==> src/rtl/calc_sequencer.sv <==
// Keypad calculator sequencer. It collects two 2-digit BCD operands and an
// operator, waits a programmable settle time for the external arithmetic unit,
// and then captures the result for display. A subtraction that would go negative
// moves the sequencer into an error state.
//
// state   | meaning
// ENTER_A | shifting digits into operand A
// ENTER_B | shifting digits into operand B; the operator may still change
// CALC    | operands frozen; counting down the settle time of the arithmetic unit
// SHOW    | captured result on the display
// ERR     | negative subtraction; the display shows EEEE
module calc_sequencer #(
  parameter int unsigned SETTLE_CYCLES = 1
) (
  input  logic        clk,
  input  logic        rst_n,
  input  logic        digit_valid,
  input  logic [3:0]  digit,
  input  logic        op_valid,
  input  logic [1:0]  op_code,
  input  logic        eq_valid,
  input  logic        clr_valid,
  output logic [7:0]  operandA,
  output logic [7:0]  operandB,
  output logic [1:0]  op_sel,
  input  logic [15:0] result_in,
  output logic [15:0] display,
  output logic        busy,
  output logic        result_valid,
  output logic        error
);

  typedef enum logic [2:0] {
    ENTER_A = 3'd0,
    ENTER_B = 3'd1,
    CALC    = 3'd2,
    SHOW    = 3'd3,
    ERR     = 3'd4
  } state_t;

  localparam logic [3:0] SETTLE_LOAD = SETTLE_CYCLES[3:0];
  localparam logic [1:0] OP_SUB      = 2'd2;

  state_t     state;
  logic [3:0] count;

  logic digit_ok;
  logic op_ok;
  logic take_eq;
  logic take_op;
  logic take_digit;

  // Malformed keys count as absent, so they never mask a lower-priority key.
  // Priority order: clr, then eq, then op, then digit.
  always_comb begin
    digit_ok   = digit_valid && (digit <= 4'd9);
    op_ok      = op_valid && (op_code != 2'd0);
    take_eq    = eq_valid && !clr_valid;
    take_op    = op_ok && !clr_valid && !eq_valid;
    take_digit = digit_ok && !clr_valid && !eq_valid && !op_ok;
  end

  // Sequencer state and all registered outputs.
  always_ff @(posedge clk or negedge rst_n) begin
    if (!rst_n) begin
      state        <= ENTER_A;
      operandA     <= 8'h00;
      operandB     <= 8'h00;
      op_sel       <= 2'd0;
      display      <= 16'h0000;
      busy         <= 1'b0;
      result_valid <= 1'b0;
      error        <= 1'b0;
      count        <= 4'd0;
    end else begin
      result_valid <= 1'b0;
      if (clr_valid) begin
        state    <= ENTER_A;
        operandA <= 8'h00;
        operandB <= 8'h00;
        op_sel   <= 2'd0;
        display  <= 16'h0000;
        busy     <= 1'b0;
        error    <= 1'b0;
        count    <= 4'd0;
      end else begin
        case (state)
          ENTER_A: begin
            if (take_op) begin
              op_sel   <= op_code;
              operandB <= 8'h00;
              display  <= 16'h0000;
              state    <= ENTER_B;
            end else if (take_digit) begin
              operandA <= {operandA[3:0], digit};
              display  <= {8'h00, operandA[3:0], digit};
            end
          end
          ENTER_B: begin
            if (take_eq) begin
              count <= SETTLE_LOAD;
              busy  <= 1'b1;
              state <= CALC;
            end else if (take_op) begin
              op_sel <= op_code;
            end else if (take_digit) begin
              operandB <= {operandB[3:0], digit};
              display  <= {8'h00, operandB[3:0], digit};
            end
          end
          CALC: begin
            if (count == 4'd1) begin
              count <= 4'd0;
              busy  <= 1'b0;
              // The operands are packed BCD, so a plain binary compare orders them correctly.
              if ((op_sel == OP_SUB) && (operandA < operandB)) begin
                error   <= 1'b1;
                display <= 16'hEEEE;
                state   <= ERR;
              end else begin
                display      <= result_in;
                result_valid <= 1'b1;
                state        <= SHOW;
              end
            end else begin
              count <= count - 4'd1;
            end
          end
          SHOW: begin
            if (take_digit) begin
              operandA <= {4'h0, digit};
              operandB <= 8'h00;
              op_sel   <= 2'd0;
              display  <= {12'h000, digit};
              state    <= ENTER_A;
            end
          end
          ERR: begin
            if (take_digit) begin
              state    <= ENTER_A;
              operandA <= 8'h00;
              operandB <= 8'h00;
              op_sel   <= 2'd0;
              display  <= 16'h0000;
              busy     <= 1'b0;
              error    <= 1'b0;
              count    <= 4'd0;
            end
          end
          default: begin
            state <= ENTER_A;
          end
        endcase
      end
    end
  end

endmodule

==> config.mk <==
export PLATFORM = sky130hd
export DESIGN_NAME = calc_sequencer
export DESIGN_NICKNAME = d
export VERILOG_FILES = /design/src/rtl/calc_sequencer.sv
export SDC_FILE = /design/constraint.sdc
export NUM_CORES = 1
export LEC_CHECK = 0
export ABC_AREA = 1
export CORE_AREA = 2 2 77 79
export DETAILED_ROUTE_END_ITERATION = 12
export DIE_AREA = 0 0 79 81
export PLACE_DENSITY = 0.79
export SYNTH_ARGS = -nofsm -noshare
export SYNTH_HDL_FRONTEND = slang
export SYNTH_SLANG_ARGS = --single-unit
==> constraint.sdc <==
create_clock -name clk -period 2.6 [get_ports clk]
set_clock_uncertainty 0.2 [all_clocks]
set_input_delay 0.65 -clock clk [delete_from_list [all_inputs] [get_ports clk]]
set_output_delay 0.65 -clock clk [all_outputs]
set_load 0.02 [all_outputs]
==> results of run 1 <==
==> where the power goes <==
group          switching (µW)  total [µW]  leakage [µW]  internal, µW
Combinational            1270        2040       0.00119           770
Clock                     228         411     0.0000410           183
Sequential                175        1030      0.000596           853
Total                    1670        3470       0.00183          1810
==> worst register-to-register path, delay by kind of cell, from the launching register on <==
family	cells	cell delay, ps
AOI/OAI and AO/OA	1	170
buffers and inverters	2	310
DFF	1	550
and+or+nand+nor	6	870
==> kinds of logic after synthesis <==
family | synth area share [%]
AO/OA/AOI/OAI | 9.020
XOR/XNOR | 0.3222
adder cells (fa/ha/maj) | 4.142
buffers and inverters | 10.17
flip-flops | 40.50
AND/OR/NAND/NOR | 35.85
==> metal layers <==
metal  track usage, %  routed length, µm
met5                0                  0
met1            26.71               2946
met2            41.61               3612
met3            4.444                285
met4            9.310                114
==> path summary, 6_finish.rpt <==
kind	startpoint	to	slack [ps]	cells past startpoint
setup / recovery	clr_valid	display[13]$_DFFE_PN0P_	330	9
hold / removal	rst_n	operandB[7]$_DFFE_PN0P_	120	1
setup reg to reg	state[0]$_DFFE_PN0P_	display[1]$_DFFE_PN0P_	410	9
hold reg to reg	display[12]$_DFFE_PN0P_	display[12]$_DFFE_PN0P_	290	2
max in group asynchronous	rst_n	display[0]$_DFFE_PN0P_	1580	2
min in group clk	display[12]$_DFFE_PN0P_	display[12]$_DFFE_PN0P_	290	2
==> state kept, by name, summed over array words and instances (netlist names) <==
signal	flops
op_sel	2
operandB	8
error	1
result_valid	1
operandA	8
state	3
count	4
busy	1
display	16
==> cell type report <==
class | count | area, µm²
fill | 507 | 2110
multi-input combinational | 268 | 1341
sequential | 44 | 1101
timing repair buffer | 78 | 753.2
inverter | 53 | 198.9
tap | 75 | 93.84
clock buffer | 6 | 72.57
clock inverter | 1 | 5.005
==> stage by stage <==
stage | std cells | hold slack, ps | util, %
after floorplan | 376 | 154.4 | -
after global placement | 518 | 271.0 | 61.46
after detailed placement | 518 | 269.1 | 61.46
after CTS | 525 | 127.0 | 62.83
after global routing | 525 | 143.4 | 62.83
final | 525 | 115.2 | 62.83
==> layout by cell type, fill, tap and decap left out, drive strengths merged <==
| cell type | netlist | routed |
|---|---|---|
| clkbuf | 3 | 6 |
| clkdlybuf4s50 | 0 | 63 |
| nand3b | 2 | 2 |
| xor2 | 1 | 1 |
| o22ai | 1 | 1 |
| clkinv | 1 | 2 |
| nor2 | 27 | 27 |
| o32ai | 1 | 1 |
| nand4 | 4 | 4 |
| nand3 | 29 | 29 |
| buf | 8 | 15 |
| a21oi | 7 | 7 |
| dfrtp | 44 | 44 |
| inv | 52 | 52 |
| o21ai | 29 | 29 |
| or2 | 2 | 2 |
| nor3 | 6 | 6 |
| ha | 9 | 9 |
| a31oi | 5 | 5 |
| nor4 | 1 | 1 |
| o31ai | 1 | 1 |
| nand2 | 143 | 143 |
==> impl_results.md, run 1 <==
- PnR worst setup slack: 325.3 ps
- Detail Placement HPWL: 5521 µm
- Largest net degree at the start of global routing: 26
- Max Freq: 439.6 MHz
- Syn avg cell area: 7.231 µm²
- CP Launch Type: primary input
- Gr ovfl total: 0
- Vias after detailed routing: 2632
- Clk sinks: 44
- Max VDD drop: 0.0004694 V
- Slew margin rel.: 65.79%
- First-pass GRT wire length: 11420 µm
- Worst Setup Slack post-DPL: 17.24 ps
- Final Instance Area: 0.003566 mm²
- #FFs+latches synth: 44
- Hold-fix buffers at CTS: 0
- Data arrival time of the critical path: 2310 ps
- Crit Path Max Fanout: 25
- Num CTS Buffers: 5
- Synth cell count leaders: 136 x nand2_1, 44 x dfrtp_1, 42 x inv_1
- Die Height: 81 µm
- Yosys warnings: 0
- Unique masters post-synth: 34
- Core area: 0.005675 mm²
- Count leader, synth: nand2_1
- RSZ-0062 raised after global routing: false
- Most frequently used flop master after synthesis: dfrtp_1
- Critical Path RT: 2640 ps
- Post-synthesis sequential area ratio: 40.50%
- Starting density of the core: 47.91%
- Post-CTS setup buffers: 0
- Drt pass-1 iters: 4
- DRC: 0
- Crit path buffers/inverters: 3
- Crit-path leading delay family: buffers and inverters
- Share of cells above drive strength 1: 11.56%
- Min Tclk post-route: 2275 ps
- Wirelength per Cell: 13.25 µm
- Total die area: 0.006399 mm²
- Leakage: 0.001830 µW
- Post-CTS Resized: 0
- Initial antenna violation count: 0
- Gate Count Post-Synth: 376
- Core Rows: 28
- Crit path kind: in2reg
- H-tree depth: 2
- Outcome: finished, final reports clean
- Vias in the first global route: 2538
- Hold Vio Cnt, Final: 0
- I/O pin count: 65
- Clk_lat worst skew: 290 ps
- Area grow syn2layout: 31.16%
- Hold Crit Class: in2async
- Via/cell ratio: 5.013
- Total nets after synthesis: 413
- GPL Wtd Cong: 0.8783
- Cell Pwr Density: 974.3 mW/mm²
- Post-Route Setup TNS: 0 ps
- Antenna cells: 0
- CP cell instances: clkdlybuf4s50_1 > buf_4 > nor3_1 > or2_1 > nor2_2 > nand2_4 > inv_2 > nand3_1 > nand2_1
- Netlist Area Pre-Place: 0.002719 mm²
- Measured slew at the worst slew-check pin: 513.2 ps
- PnR Total Power: 3474 µW
- Largest cells by area after synthesis: dfrtp_1 40%, nand2_1 19%, inv_1 5.8%
- Clock transition at the registers of the reported paths: 80 ps
- Total GRT Usage: 22.96%
- First DRT Iteration DRCs: 156
- Number of buffers added on ports: 64
- CTS max path bufs: 2
- Max-slew violation count: 0
- Post-synth EDFFs: 0
- Crit. End Element: flop
- Max-Cap Viols: 0
- Post-Route WL: 6958 µm
- Synth top area share: 40.50%
- Async set-or-reset flop fraction in the synthesized netlist: 100.0%
- Final net count: 487
- Crit share post-route: 87.49%
- CTS tree: yes
- Post-detailed-route count of antenna-violating nets: 0
- Crit-path max cell delay: 510 ps
- Final setup viols: 0
- Die Span X: 79 µm
- Placed Area: 0.003488 mm²
- Slowest stage cell on the critical path: clkdlybuf4s50_1
- Yosys top cell by area: dfrtp_1
- Root Driver: clkbuf_8
(Power assumes the default switching activity.)
==> run 2: changes to the inputs <==
- CELL_PAD_IN_SITES_DETAIL_PLACEMENT: not set -> 2
- CELL_PAD_IN_SITES_GLOBAL_PLACEMENT: not set -> 2
- CORE_AREA: 2 2 77 79 -> 2 2 104 106
- DIE_AREA: 0 0 79 81 -> 0 0 106 108
- PLACE_DENSITY: 0.79 -> not set
- PLACE_DENSITY_LB_ADDON: not set -> 0.1
==> run 2 against run 1 <==
Critical path depth increased by 1. Die area up 79%. Non-clock buffer count rose by 13. Critical endpoint is now display[11]$_DFFE_PN0P_. Register-to-register slack lost 120 ps. Largest cell class unchanged. Fmax decreased by 5.7%. Final area up 6.1%. Count of clock-buffer cells in the layout stayed put. Sequential share of layout area fell by 1.8 points. First-iteration DRC count is 60% lower. Sequential power hardly changed. Clock power rose by 30%.
==> impl_results.md, run 2 (synthesized netlist as in run 1, its figures left out) <==
- Most used cells in the layout excluding fill and tap cells: 136 x nand2_1, 63 x clkdlybuf4s50_1, 44 x dfrtp_1, 42 x inv_1, 27 x nand3_1 (unchanged)
- Core area: 0.01023 mm² (was 0.005675 mm²)
- Biggest regs: display x16, operandA x8, operandB x8 (unchanged)
- Area grow syn2layout: 39.12% (was 31.16%)
- Starting density of the core: 26.57% (was 47.91%)
- Hold-fix buffers at CTS: 0 (unchanged)
- First DRT Iteration DRCs: 63 (was 156)
- Outcome: finished, final reports clean (unchanged)
- Crit Path Max Fanout: 18 (was 25)
- Measured slew at the worst slew-check pin: 594.8 ps (was 513.2 ps)
- Area of the multi-input gates: 0.001341 mm² (unchanged)
- Max VDD drop: 0.0003923 V (was 0.0004694 V)
- Total die area: 0.01145 mm² (was 0.006399 mm²)
- Clk_lat worst skew: 300 ps (was 290 ps)
- Crit path kind: in2reg (unchanged)
- I/O pin count: 65 (unchanged)
- R2R depth: 9 (unchanged)
- Max-slew violation count: 0 (unchanged)
- Post-detailed-route count of antenna-violating nets: 0 (unchanged)
- Antenna cells: 0 (unchanged)
- Clock transition at the registers of the reported paths: 90 ps (was 80 ps)
- Hold Vio Cnt, Final: 0 (unchanged)
- Share of cells above drive strength 1: 14.22% (was 11.56%)
- Vias after detailed routing: 2703 (was 2632)
- PnR Total Power: 3843 µW (was 3474 µW)
- Die Height: 108 µm (was 81 µm)
- Vias in the first global route: 2994 (was 2538)
- Clk sinks: 44 (unchanged)
- CTS tree: yes (unchanged)
- Slew margin rel.: 60.34% (was 65.79%)
- Crit share post-route: 92.81% (was 87.49%)
- Die Span X: 106 µm (was 79 µm)
- Via/cell ratio: 4.505 (was 5.013)
- Critical Path RT: 2590 ps (was 2640 ps)
- Detail Placement HPWL: 7674 µm (was 5521 µm)
- Number of buffers added on ports: 64 (unchanged)
- Min Tclk post-route: 2413 ps (was 2275 ps)
- Core Rows: 37 (was 28)
- H-tree depth: 2 (unchanged)
- CTS max path bufs: 2 (unchanged)
- Final Util: 36.97% (was 62.83%)
- Final net count: 500 (was 487)
- Leakage: 0.001912 µW (was 0.001830 µW)
- Worst Setup Slack post-DPL: -176.7 ps (was 17.24 ps)
- Drt pass-1 iters: 4 (unchanged)
- First-pass GRT wire length: 15730 µm (was 11420 µm)
- CP Launch Type: primary input (unchanged)
- Hold Crit Class: in2async (unchanged)
- Register area: 0.001101 mm² (unchanged)
- Commonest non-fill, non-tap cell in the layout: nand2_1 (unchanged)
- Cell Pwr Density: 1016 mW/mm² (was 974.3 mW/mm²)
- Hold WS: 149.8 ps (was 115.2 ps)
- GPL Wtd Cong: 0.8131 (was 0.8783)
- Max reg flops: 16 (unchanged)
- Root Driver: clkbuf_8 (unchanged)
- Num CTS Buffers: 5 (unchanged)
- Data arrival time of the critical path: 2400 ps (was 2310 ps)
- Total GRT Usage: 17.26% (was 22.96%)
- Post-CTS Resized: 0 (unchanged)
- Post-CTS setup buffers: 0 (unchanged)
- DRC: 0 (unchanged)
- Initial antenna violation count: 0 (unchanged)
- RSZ-0062 raised after global routing: false (unchanged)
- Post-Route WL: 9308 µm (was 6958 µm)
- Largest net degree at the start of global routing: 25 (was 26)
- Gr ovfl total: 0 (unchanged)
- Fillers: 1221 (was 507)
- Final setup viols: 0 (unchanged)
- Crit. End Element: flop (unchanged)
- PnR worst setup slack: 186.9 ps (was 325.3 ps)
- Max Freq: 414.4 MHz (was 439.6 MHz)
- Register name with the most flops: display (unchanged)
- Max-Cap Viols: 0 (unchanged)
- Wirelength per Cell: 15.51 µm (was 13.25 µm)
[run 2: changes by cell type in the layout (fill, tap and decap cells not counted)]
| cell | before | now |
|---|---|---|
| buf_12 | 1 | 2 |
| buf_4 | 13 | 25 |
| bufinv_16 | 0 | 1 |
[run 2: final cells by class]
class	instances	area share, %
sequential	44	29.11
timing repair buffer	91	22.82
clock inverter	2	0.9262
tap	136	4.499
clock buffer	6	1.919
inverter	53	5.260
multi-input combinational	268	35.46
[run 2: per-stage QoR]
| stage | setup TNS [ps] | cell area [µm²] | instances |
|---|---|---|---|
| 2_1_floorplan | 0 | 2719 | 376 |
| 5_1_grt | 0 | 3782 | 600 |
| 3_3_place_gp | -1977 | 3675 | 592 |
| 6_report | 0 | 3782 | 600 |
| 4_1_cts | 0 | 3782 | 600 |
| 3_5_place_dp | -2577 | 3675 | 592 |
[run 2: critical path, stage by stage]
cell and delay [ps]:
clkdlybuf4s50_1 520, nor2_1 300, nand3_1 170, nand2_1 90, nand3_1 60, nand2_1 140, nand2_4 150, buf_4 180
nand2_1 60, nand2_1 60
[run 2: final timing paths]
check	startpoint	endpoint	slack (ps)
max	clr_valid	display[11]$_DFFE_PN0P_	190
min	rst_n	operandA[7]$_DFFE_PN0P_	150
max reg2reg	state[2]$_DFFE_PN0P_	display[2]$_DFFE_PN0P_	290
min reg2reg	display[13]$_DFFE_PN0P_	display[13]$_DFFE_PN0P_	280
max in group asynchronous	rst_n	display[3]$_DFFE_PN0P_	1510
min in group clk	display[13]$_DFFE_PN0P_	display[13]$_DFFE_PN0P_	280
[run 2: layer usage]
metal  track usage [%]  up-vias  share of wire, %
met3             1.869        7               1.8
met5                 0        -                 0
li1                  -     1358                 -
met1             22.35     1308                47
met2             31.34       30                51
met4             3.383        0              0.76
[run 2: power breakdown]
part           internal [µW]  switching, µW
logic                    891           1390
registers                852            181
clock network            286            247
total                   2030           1810
==> run 3: changes to the inputs <==
- RECOVER_POWER: not set -> 25
==> run 3 against run 2 <==
Sequential share of layout area grew 0.13 points. Core utilization shrank 0.16 points. Non-clock buffer count is the same. Cell count is the same. First-iteration DRC count shrank 6.3%. Critical endpoint unchanged. Highest routed layer unchanged.
==> impl_results.md, run 3 (synthesized netlist as in run 1, its figures left out) <==
- Total die area: 0.01145 mm² (unchanged)
- Core area: 0.01023 mm² (unchanged)
- Initial antenna violation count: 0 (unchanged)
- Final Instance Area: 0.003766 mm² (was 0.003782 mm²)
- Clk_lat worst skew: 300 ps (about the same)
- Detail Placement HPWL: 7674 µm (unchanged)
- Max reg flops: 16 (unchanged)
- Min Tclk post-route: 2412 ps (was 2413 ps)
- First-pass GRT wire length: 15730 µm (unchanged)
- Max Freq: 414.5 MHz (was 414.4 MHz)
- Hold Path Sink: display[13]$_DFFE_PN0P_
- Final net count: 500 (unchanged)
- R2R depth: 9 (unchanged)
- Final setup viols: 0 (unchanged)
- Worst Setup SP: clr_valid (unchanged)
- Register name with the most flops: display (unchanged)
- Crit path buffers/inverters: 2 (unchanged)
- Leakage: 0.001904 µW (was 0.001912 µW)
- DRC: 0 (unchanged)
- Gr ovfl total: 0 (unchanged)
- Slew margin rel.: 11.42% (was 60.34%)
- Fillers: 1224 (was 1221)
- Post-CTS Resized: 0 (unchanged)
- Post-Route Setup TNS: 0 ps (unchanged)
- Post-Route WL: 9300 µm (was 9308 µm)
- Crit path kind: in2reg (unchanged)
- Hold Crit Class: reg2reg (was in2async)
- Crit share post-route: 92.78% (was 92.81%)
- RR Endpoint: display[2]$_DFFE_PN0P_ (unchanged)
- Critical Path RT: 2590 ps (about the same)
- Hold-fix buffers at CTS: 0 (unchanged)
- Via/cell ratio: 4.505 (unchanged)
- Number of buffers added on ports: 64 (unchanged)
- Share of cells above drive strength 1: 14.01% (was 14.22%)
- Post-CTS setup buffers: 0 (unchanged)
- Most used cells in the layout excluding fill and tap cells: 136 x nand2_1, 63 x clkdlybuf4s50_1, 44 x dfrtp_1, 42 x inv_1, 27 x nand3_1 (unchanged)
- Die Height: 108 µm (unchanged)
- CTS tree: yes (unchanged)
- Biggest regs: display x16, operandA x8, operandB x8 (unchanged)
- PnR worst setup slack: 187.7 ps (was 186.9 ps)
- CTS max path bufs: 2 (unchanged)
- Max-Cap Viols: 0 (unchanged)
- Clock transition at the registers of the reported paths: 80 ps (was 90 ps)
- Data arrival time of the critical path: 2400 ps (about the same)
- Commonest non-fill, non-tap cell in the layout: nand2_1 (unchanged)
- Vias after detailed routing: 2703 (unchanged)
- Cell Pwr Density: 1019 mW/mm² (was 1016 mW/mm²)
- Slowest stage cell on the critical path: clkdlybuf4s50_1 (unchanged)
- H-tree depth: 2 (unchanged)
- First DRT Iteration DRCs: 59 (was 63)
- Worst hold start: display[13]$_DFFE_PN0P_
- Dpl cells: 592 (unchanged)
- Crit-path leading delay family: simple AND/OR/NAND/NOR gates (unchanged)
- CP Launch Type: primary input (unchanged)
- Max VDD drop: 0.0003922 V (was 0.0003923 V)
- Measured slew at the worst slew-check pin: 1329 ps (was 594.8 ps)
- Num CTS Buffers: 5 (unchanged)
- Core Rows: 37 (unchanged)
- Placed Area: 0.003675 mm² (unchanged)
- Starting density of the core: 26.57% (unchanged)
- I/O pin count: 65 (unchanged)
- Root Driver: clkbuf_8 (unchanged)
- Max-slew violation count: 0 (unchanged)
- Worst Setup Slack post-DPL: -176.7 ps (unchanged)
- Total GRT Usage: 17.26% (unchanged)
- Crit path top cell by count: nand2_1 (unchanged)
- Vias in the first global route: 2994 (unchanged)
- Area grow syn2layout: 38.52% (was 39.12%)
- Flop-to-flop setup slack: 290 ps (about the same)
- Outcome: finished, final reports clean (unchanged)
- Hold Vio Cnt, Final: 0 (unchanged)
- Die Span X: 106 µm (unchanged)
- Crit Path Max Fanout: 18 (unchanged)
- RSZ-0062 raised after global routing: false (unchanged)
- Post-detailed-route count of antenna-violating nets: 0 (unchanged)
- Clk sinks: 44 (unchanged)
- Hold Path Stages: 2
- GPL Wtd Cong: 0.8131 (unchanged)
- Crit Reg-Reg Startpoint: state[2]$_DFFE_PN0P_ (unchanged)
- Antenna cells: 0 (unchanged)
- Crit-path max cell delay: 520 ps (about the same)
- Largest net degree at the start of global routing: 25 (unchanged)
- CP cell instances: clkdlybuf4s50_1 > nor2_1 > nand3_1 > nand2_1 > nand3_1 > nand2_1 > nand2_4 > buf_4 > nand2_1 > nand2_1 (unchanged)
- Crit. End Element: flop (unchanged)
- Drt pass-1 iters: 4 (unchanged)
- Wirelength per Cell: 15.50 µm (was 15.51 µm)
- Final non-filler cell total: 600 (unchanged)
[run 3: cell types whose count changed in the layout (fill, tap and decap cells not counted), sizes merged]
cell	previous run	this run
clkbuf	6	8
buf	28	26
[run 3: metal layers]
metal	share of wire, %	vias to the layer above	GRT usage (%)
met5	0	-	0
met3	1.8	6	1.869
met2	51	31	31.34
met1	47	1311	22.35
li1	-	1355	-
met4	0.63	0	3.383
[run 3: cell type report]
cell class / count / area [µm²] / share of cell area, %
sequential: 44 / 1101 / 29.24
inverter: 53 / 198.9 / 5.282
clock buffer: 6 / 72.57 / 1.927
timing repair buffer: 91 / 847.1 / 22.49
clock inverter: 2 / 35.03 / 0.9302
tap: 136 / 170.2 / 4.518
multi-input combinational: 268 / 1341 / 35.61
[run 3: worst max-delay path by stage]
stage,endpoint,slack [ps],cells after the start
5_1_grt,display[11]$_DFFE_PN0P_,7,10
3_5_place_dp,display[15]$_DFFE_PN0P_,-180,10
2_1_floorplan,display[7]$_DFFE_PN0P_,550,14
3_3_place_gp,display[15]$_DFFE_PN0P_,-140,10
6_report,display[11]$_DFFE_PN0P_,190,10
4_1_cts,display[15]$_DFFE_PN0P_,140,10
[run 3: tightest hold or removal path: stages, from the launching register on]
cell	delay [ps]
dfrtp_1	350
nand2_1	50
nand2_1	50
[run 3: stage by stage]
step | utilization (%) | total power [µW] | hold WS [ps]
floorplan | - | 2482 | 154.4
global placement | 35.92 | 3304 | 272.0
finish | 36.81 | 3839 | 284.6
global route | 36.81 | 4220 | 331.9
CTS | 36.97 | 3936 | 157.6
detailed placement | 35.92 | 3379 | 267.5
[run 3: power breakdown]
group	total, µW	internal, µW	switching (µW)
registers	1030	852	181
clock network	533	286	247
logic	2270	888	1380
